### src/rtl/keypad_pkg.sv
// Shared keypad definitions: key codes, position-to-code map, debounce states.
package keypad_pkg;

    localparam logic [4:0] KEY_NONE = 5'h1F;
    localparam logic [4:0] KEY_A    = 5'd10;
    localparam logic [4:0] KEY_B    = 5'd11;
    localparam logic [4:0] KEY_C    = 5'd12;
    localparam logic [4:0] KEY_D    = 5'd13;
    localparam logic [4:0] KEY_STAR = 5'd14;
    localparam logic [4:0] KEY_HASH = 5'd15;

    // Indexed by position p = row*4 + col, row 0 at the top.
    localparam logic [4:0] KEYMAP [16] = '{
        5'd1,     5'd2, 5'd3,     KEY_A,
        5'd4,     5'd5, 5'd6,     KEY_B,
        5'd7,     5'd8, 5'd9,     KEY_C,
        KEY_STAR, 5'd0, KEY_HASH, KEY_D
    };

    typedef enum logic {
        IDLE,
        PRESSED
    } deb_state_e;

endpackage

### src/rtl/keypad_debounce.sv
// Frame-rate debouncer: compares successive frame codes and accepts a code once
// it has been stable for DEBOUNCE_FRAMES frame ends.
module keypad_debounce
    import keypad_pkg::*;
#(
    parameter int unsigned DEBOUNCE_FRAMES = 5
) (
    input  logic       clk,
    input  logic       rst,
    input  logic [4:0] code_i,
    input  logic       frame_end_i,
    output logic [4:0] key_o,
    output logic       pressed_o,
    output logic       event_o
);

    deb_state_e state_q, state_d;
    logic [4:0] prev_q, prev_d;
    logic [3:0] cnt_q, cnt_d;
    logic [4:0] key_q, key_d;
    logic       pressed_q, pressed_d;
    logic       event_q, event_d;
    logic       stable;

    always_ff @(posedge clk or posedge rst) begin
        if (rst) begin
            state_q   <= IDLE;
            prev_q    <= KEY_NONE;
            cnt_q     <= '0;
            key_q     <= KEY_NONE;
            pressed_q <= 1'b0;
            event_q   <= 1'b0;
        end else begin
            state_q   <= state_d;
            prev_q    <= prev_d;
            cnt_q     <= cnt_d;
            key_q     <= key_d;
            pressed_q <= pressed_d;
            event_q   <= event_d;
        end
    end

    always_comb begin
        state_d   = state_q;
        prev_d    = prev_q;
        cnt_d     = cnt_q;
        key_d     = key_q;
        pressed_d = pressed_q;
        event_d   = 1'b0;
        stable    = 1'b0;
        if (frame_end_i) begin
            if (code_i == prev_q) begin
                cnt_d = (cnt_q >= 4'(DEBOUNCE_FRAMES)) ? cnt_q : cnt_q + 4'd1;
            end else begin
                cnt_d  = 4'd1;
                prev_d = code_i;
            end
            // The FSM acts on the count including this frame.
            stable = (cnt_d == 4'(DEBOUNCE_FRAMES));
            case (state_q)
                IDLE: begin
                    if (stable && code_i != KEY_NONE) begin
                        state_d   = PRESSED;
                        key_d     = code_i;
                        pressed_d = 1'b1;
                        event_d   = 1'b1;
                    end
                end
                PRESSED: begin
                    if (stable) begin
                        if (code_i == KEY_NONE) begin
                            state_d   = IDLE;
                            key_d     = KEY_NONE;
                            pressed_d = 1'b0;
                        end else if (code_i != key_q) begin
                            key_d   = code_i;
                            event_d = 1'b1;
                        end
                    end
                end
                default: state_d = IDLE;
            endcase
        end
    end

    assign key_o     = key_q;
    assign pressed_o = pressed_q;
    assign event_o   = event_q;

endmodule

### src/rtl/keypad_scanner.sv
// 4x4 keypad column scanner with synchronized row sampling and frame debouncing.
// Optional KEYPAD_MULTI_REJECT_EN: frames with two or more keys read as "none".
module keypad_scanner
    import keypad_pkg::*;
#(
    parameter int unsigned SCAN_DIV        = 27000,
    parameter int unsigned SETTLE          = 8,
    parameter int unsigned DEBOUNCE_FRAMES = 5
) (
    input  logic       clk,
    input  logic       rst,
    input  logic [3:0] row_n,
    output logic [3:0] col_n,
    output logic [4:0] key,
    output logic       keypad_pressed,
    output logic       key_event
);

    localparam int unsigned DW = (SCAN_DIV > 1) ? $clog2(SCAN_DIV) : 1;

    logic [DW-1:0] dwell_q, dwell_d;
    logic [1:0]    col_q, col_d;
    logic [3:0]    row_s1_q, row_s2_q;
    logic [15:0]   hits_q, hits_d;
    logic          last_dwell;
    logic          sample_now;
    logic          frame_end;
    logic [4:0]    frame_code;
    logic          found;
`ifdef KEYPAD_MULTI_REJECT_EN
    logic [4:0]    n_hits;
`endif

    always_ff @(posedge clk or posedge rst) begin
        if (rst) begin
            dwell_q  <= '0;
            col_q    <= '0;
            row_s1_q <= '1;
            row_s2_q <= '1;
            hits_q   <= '0;
        end else begin
            dwell_q  <= dwell_d;
            col_q    <= col_d;
            row_s1_q <= row_n;
            row_s2_q <= row_s1_q;
            hits_q   <= hits_d;
        end
    end

    always_comb begin
        last_dwell = (dwell_q == DW'(SCAN_DIV - 1));
        sample_now = (dwell_q == DW'(SETTLE + 2));
        frame_end  = last_dwell && (col_q == 2'd3);
        dwell_d    = last_dwell ? '0 : dwell_q + 1'b1;
        col_d      = last_dwell ? col_q + 2'd1 : col_q;
        hits_d     = hits_q;
        // Each column overwrites its own four positions, so no per-frame clear.
        if (sample_now) begin
            for (int unsigned r = 0; r < 4; r++) begin
                hits_d[r*4 + col_q] = ~row_s2_q[r];
            end
        end
    end

    always_comb begin
        frame_code = KEY_NONE;
        found      = 1'b0;
`ifdef KEYPAD_MULTI_REJECT_EN
        n_hits     = '0;
`endif
        for (int unsigned c = 0; c < 4; c++) begin
            for (int unsigned r = 0; r < 4; r++) begin
                if (hits_q[r*4 + c]) begin
`ifdef KEYPAD_MULTI_REJECT_EN
                    n_hits = n_hits + 5'd1;
`endif
                    if (!found) begin
                        found      = 1'b1;
                        frame_code = KEYMAP[r*4 + c];
                    end
                end
            end
        end
`ifdef KEYPAD_MULTI_REJECT_EN
        if (n_hits > 5'd1) begin
            frame_code = KEY_NONE;
        end
`endif
    end

    assign col_n = ~(4'b0001 << col_q);

    keypad_debounce #(
        .DEBOUNCE_FRAMES(DEBOUNCE_FRAMES)
    ) u_debounce (
        .clk        (clk),
        .rst        (rst),
        .code_i     (frame_code),
        .frame_end_i(frame_end),
        .key_o      (key),
        .pressed_o  (keypad_pressed),
        .event_o    (key_event)
    );

endmodule

### config.mk
export PLATFORM = sky130hd
export DESIGN_NAME = keypad_scanner
export DESIGN_NICKNAME = d
export VERILOG_FILES = /design/src/rtl/keypad_pkg.sv /design/src/rtl/keypad_debounce.sv /design/src/rtl/keypad_scanner.sv
export SDC_FILE = /design/constraint.sdc
export NUM_CORES = 1
export LEC_CHECK = 0
export CAP_MARGIN = 40
export CELL_PAD_IN_SITES_DETAIL_PLACEMENT = 2
export CELL_PAD_IN_SITES_GLOBAL_PLACEMENT = 2
export CORE_UTILIZATION = 35
export DETAILED_ROUTE_END_ITERATION = 7
export PLACE_DENSITY = 0.73
export SYNTH_ARGS = -nofsm -noshare
export SYNTH_HDL_FRONTEND = slang
export SYNTH_SLANG_ARGS = --single-unit
### constraint.sdc
create_clock -name clk -period 2.83 [get_ports clk]
set_input_delay 0.7075 -clock clk [delete_from_list [all_inputs] [get_ports clk]]
set_output_delay 0.7075 -clock clk [all_outputs]
set_load 0.1 [all_outputs]
**Yosys cells after proc, flatten, opt, wreduce, memory -nomap -nowiden**

Index checks and enable logic that the tools add are counted.

- Add/subtract/negate cells: 6
- Bitwise operators: 7
- Equality and inequality tests: 12
- Multiplexer cells: 80
- Shift operators: 1
- $lt $le $gt $ge: 9
- Reductions and logical operators: 9

Operator list:

| kind | number |
|---|---|
| $mux W5 | 35 |
| $bwmux W16 | 4 |
| $mux W1 | 29 |
| $add A15 B1 Y15 const B | 1 |
| $eq A15 B15 Y1 const B | 1 |
| $eq A15 B4 Y1 const B | 1 |
| $mux W15 | 1 |
| $demux W1 S4 | 3 |
| $mux W4 | 3 |
| $add A4 B2 Y5 const A | 2 |
| $ge A5 B1 Y1 const B | 2 |
| $lt A5 B5 Y1 const B | 2 |
| $pmux W5 S2 | 1 |
| $reduce_and A4 Y1 | 2 |
| $logic_and A1 B1 Y1 | 6 |
| $not A1 Y1 | 6 |
| $pmux W1 S2 | 3 |
| $eq A5 B5 Y1 | 1 |
| $eq A5 B5 Y1 const B | 1 |
| $lt A2 B5 Y1 const B | 1 |
| $lt A4 B5 Y1 const B | 1 |
| $ne A5 B5 Y1 | 1 |
| $ne A5 B5 Y1 const B | 1 |
| $add A3 B2 Y4 const A | 1 |
| 14 further kinds | 15 |

- Output and inout port bits: 11
- Bits of input ports: 6
- Register bits after elaboration: 58
- Logic and storage cells: 135

**Longest topological paths before layout**

- Depth in word-level cells: 39
- Depth in mapped cells: 10
- Gate-level depth less buffers: 10

**Hierarchy**

A second synthesis with hierarchy kept.

- Cells, all modules: 291
- Area total of the unflattened synthesis: 3096.7 sq um

By module, submodules not included:

| module | instances | sequential area each (sq um) | area each (sq um) | cells each |
|---|---|---|---|---|
| keypad_scanner | 1 | 1036.0 | 2052.0 | 200 |
| keypad_debounce | 1 | 437.9 | 1044.8 | 91 |

**Least setup slack after synthesis**

Ideal clock, no wire load.

- Path kind: register to register
- Start: register hits_q[4]
- End: register u_debounce.key_q[0] (netlist: u_debounce.key_o[0])
- Clock period less this slack: 2.846 ns
- Setup time: 0.082 ns
- Stages on the path, launching flop included: 9
- Slack: -0.016 ns
- Buffers on the path: 0
- Required time: 2.748 ns
- Data arrival time: 2.763 ns
- Path through: dfrtp_1 > or4_4 > nor4b_4 > and3_1 > o22ai_2 > nor4b_4 > nand4_2 > a211o_4 > mux2_4

- Cells in the longest elaborated chain, start to end: 36
- Elaborated cells on any way between the ends: 60
- Those cells by class: eq/ne: 8; mux: 50; reduce/logical: 2

Ends and longest elaborated chain:

| item | line | RTL |
|---|---|---|
| from (decl) | keypad_scanner.sv:24 | `logic [15:0] hits_q, hits_d;` |
| from (signal assigned) | keypad_scanner.sv:46 | `hits_q <= hits_d;` |
| $mux W5 or $mux W1 (tied branches) | keypad_scanner.sv:73 | `if (hits_q[r*4 + c]) begin` |
| $mux W5 | keypad_scanner.sv:77 | `if (!found) begin` |
| $mux W5 | keypad_scanner.sv:73 |  |
| $mux W5 | keypad_scanner.sv:77 |  |
| $mux W5 | keypad_scanner.sv:73 |  |
| $mux W5 | keypad_scanner.sv:77 |  |
| $mux W5 | keypad_scanner.sv:73 |  |
| $mux W5 | keypad_scanner.sv:77 |  |
| [... 20 more ...] | - |  |
| $mux W5 * | keypad_scanner.sv:73 |  |
| $eq A5 B5 Y1 | keypad_debounce.sv:52 | `if (code_i == prev_q) begin` |
| $mux W4 | keypad_debounce.sv:52 |  |
| $mux W4 | keypad_debounce.sv:51 | `if (frame_end_i) begin` |
| $eq A4 B3 Y1 | keypad_debounce.sv:59 | `stable = (cnt_d == 4'(DEBOUNCE_FRAMES));` |
| $logic_and A1 B1 Y1 | keypad_debounce.sv:62 | `if (stable && code_i != KEY_NONE) begin` |
| $ne A2 B1 Y1 (no source line) | - |  |
| $reduce_and A4 Y1 (no source line) | - |  |
| to (signal assigned) | keypad_debounce.sv:37 | `key_q <= key_d;` |
| to (decl) | keypad_debounce.sv:20 | `logic [4:0] key_q, key_d;` |

Every way passes the cells marked *; elsewhere a longest branch is shown, timed or not. The select of a mux whose other input is x is not followed.
A chain may end at the register's enable or synchronous reset.

**Worst setup path after layout**

Ends and elaborated chain as after synthesis.

==> reports/metrics.yaml <==
postRouteAntennaNets: 0
synth-seq-area-share_pct: 50.0
via_per_inst: 5.27
ys_types: 53
status: "finished with violations"
syn_nets: 305
cp_max_fo: 5
grt-busiest-layer: "met2"
critPathKind: "flop to flop"
die_w_um: 93.8
syn_area_um2: 2950
slew_headroom_pct: 65.1
tns_ns: -0.219
cts_root_buffer: "clkbuf_8"
cellLeakagePower_nw: 1.72
met3_usage_pct: 4.21
use_met2_pct: 36.0
core_area_um2: 8180
final_nets: 364
syn_to_final_growth_pct: 26.8
via_count: 2419
finalHoldViolations: 0
numCtsBuffers: 9
final.period_utilization_pct: 102
fin_ws_ns: -0.0672
synthFlopType: "dfrtp_1"
port_buffers: 16
critPathArrivalTime_ns: 3.17
finalMaxSlewViolations: 0
grt-ovfl-total: 0
synth-edff-count: 0
hold_class: "flop to flop"
grt_pass1_vias: 2694
start_kind: "flop"
dieArea_um2: 8800
grt_setup_unrepaired: "yes"
ios: 17
violations: "setup timing"
drtIter0Drc: 81
end_kind: "flop"
cts.sink_count: 58
antenna_found_initial: 0
fillers: 881
start_util_pct: 36.1
post_drt_wl_per_cell_um: 18.0
ir_worst_vdd_mv: 0.241
place.gp.congestion: 0.768
n_antenna_cell: 0
track_usage_pct: 20.9
drv_cap: 0
die_y_um: 93.8
yosys_warnings: 0
syn_area_per_cell_um2: 10.2
synth_top_cell_area_share_pct: 33.9
cts_tree: "done"
path_clk_slew_ns: 0.07
dr.pass1.iters: 4
drive_gt1_share_pct: 31.4
routed_wl_mm: 8.25
period_minus_slack_ns: 2.90
h-tree-depth: 3
dp_hpwl_mm: 6.02
clock_path_buffers: 2
rows: 33
clkLatencyLatePin_ns: 0.35
finalSetupViolations: 4
synth_area_leaders: "dfrtp_1, dfstp_2, o21ai_0, nand2_1, ha_1"
use_met1_pct: 25.4
powerDensity_nw_per_um2: 468
synth_largest_area_cell: "dfrtp_1"
final_core_util_pct: 45.7
syn_inst: 290
grt_pass1_wl_mm: 13.7
fmax_ghz: 0.345
grt_max_degree: 59
worstMarginPinSlew_ns: 0.519
ys_ff_latch: 58
async_flop_share_pct: 100
finClkSkew_ns: 0.0102
drc: 0
crit_required_ns: 3.11
==> synth_stat cells (all sizes together), types with 2 or more instances <==
master,instances
o21bai,2
nor4,6
mux2,6
nor3,12
nor2b,2
nand2b,3
nor4b,2
and3,3
o211ai,2
dfrtp,40
and2,4
inv,15
o21a,2
mux2i,3
dfstp,18
nor2,22
nand2,37
xnor2,10
or3,5
buf,2
a211o,2
clkbuf,2
nand3,10
or4,2
ha,9
nand4,7
a21oi,6
o21ai,31
xor2,10
==> worst paths after layout <==
check / slack, ns / from / cells past startpoint / end
max in group asynchronous: 1.79 / rst / 3 / u_debounce.prev_q[3]
worst max-delay path: -0.07 / hits_q[4] / 8 / u_debounce.key_o[0]
worst min-delay path: 0.36 / row_s1_q[2] / 0 / row_s2_q[2]
worst min register to register: 0.36 / row_s1_q[2] / 0 / row_s2_q[2]
min in group asynchronous: 0.74 / rst / 3 / hits_q[13]
worst max register to register: -0.07 / hits_q[4] / 8 / u_debounce.key_o[0]
==> kinds of logic after synthesis <==
kind of cell | count (synthesis) | share of synthesized area [%]
AOI/OAI and AO/OA | 55 | 12.0
and+or+nand+nor | 120 | 21.9
buffers and inverters | 19 | 2.67
adders and majority gates | 9 | 3.82
DFF | 58 | 50.0
xor gates and xnor gates | 20 | 5.94
muxes | 9 | 3.69
==> power breakdown <==
group          internal [mW]  switching, mW
clock                  0.450          0.359
combinational         0.0399         0.0506
sequential             0.843        0.00621
total                   1.33          0.416
==> area by class of cell <==
class                      instances  area, µm²  area share (%)
timing repair buffer              52        419            11.2
clock buffer                      11        151            4.05
inverter                          15       56.3            1.51
sequential                        58       1470            39.4
multi-input combinational        213       1450            38.9
tap                              105        131            3.51
clock inverter                     5       52.6            1.41
==> metrics by stage <==
stage | area [µm²] | cells | setup WS [ns] | hold WS, ns | total power [mW]
2_1_floorplan | 2950 | 290 | 0.0169 | 0.345 | 0.908
3_3_place_gp | 3450 | 439 | 0.0118 | 0.346 | 0.947
3_5_place_dp | 3450 | 439 | -0.108 | 0.349 | 0.952
4_1_cts | 3700 | 458 | -0.0374 | 0.358 | 1.77
5_1_grt | 3740 | 459 | -0.133 | 0.359 | 1.82
6_report | 3740 | 459 | -0.0672 | 0.357 | 1.75
==> sequential cells by signal, indices dropped and copies added, names as in the netlist, 2 cells and up, named ones only <==
name and flops:
u_debounce.key_o 5, dwell_q 15, col_q 2, u_debounce.cnt_q 4, row_s2_q 4, u_debounce.prev_q 5
hits_q 16, row_s1_q 4
==> cell usage in the layout (no fill, tap or decap), types with 3 or more instances in the layout <==
cell	instances
ha_1	9
nor4_1	4
or3_1	3
clkinv_2	3
xor2_1	10
mux2_2	3
clkbuf_8	11
a21oi_1	6
mux2i_1	3
and3_1	3
dfrtp_1	40
inv_1	14
o21ai_0	28
nand3_1	10
nor2_1	22
and2_1	3
nand2b_1	3
clkdlybuf4s50_1	5
buf_4	45
dfstp_2	18
xnor2_1	9
nand4_1	6
mux2_4	3
nor3_1	9
nand2_1	37
==> routing by layer <==
layer,share of wire [%],up-vias
li1,-,1139
met1,46,1231
met2,50,34
met3,2.4,15
met4,1.9,0
met5,0,-
==> critical path: stages (launching register included) <==
cell	delay (ns)
dfrtp_1	0.38
or4_4	0.57
or4b_4	0.51
o211ai_2	0.19
o21ai_2	0.11
xor2_1	0.17
nor4_2	0.34
a211o_4	0.25
mux2_4	0.31
==> what timing repair did <==
item                                    in CTS  in global routing
gates resized for setup                      6                  8
pin swaps                                    2                  6
hold buffers                                 0                  0
setup buffers                                3                  1
endpoints found under the setup margin       7                 14
(Power assumes the default switching activity.)
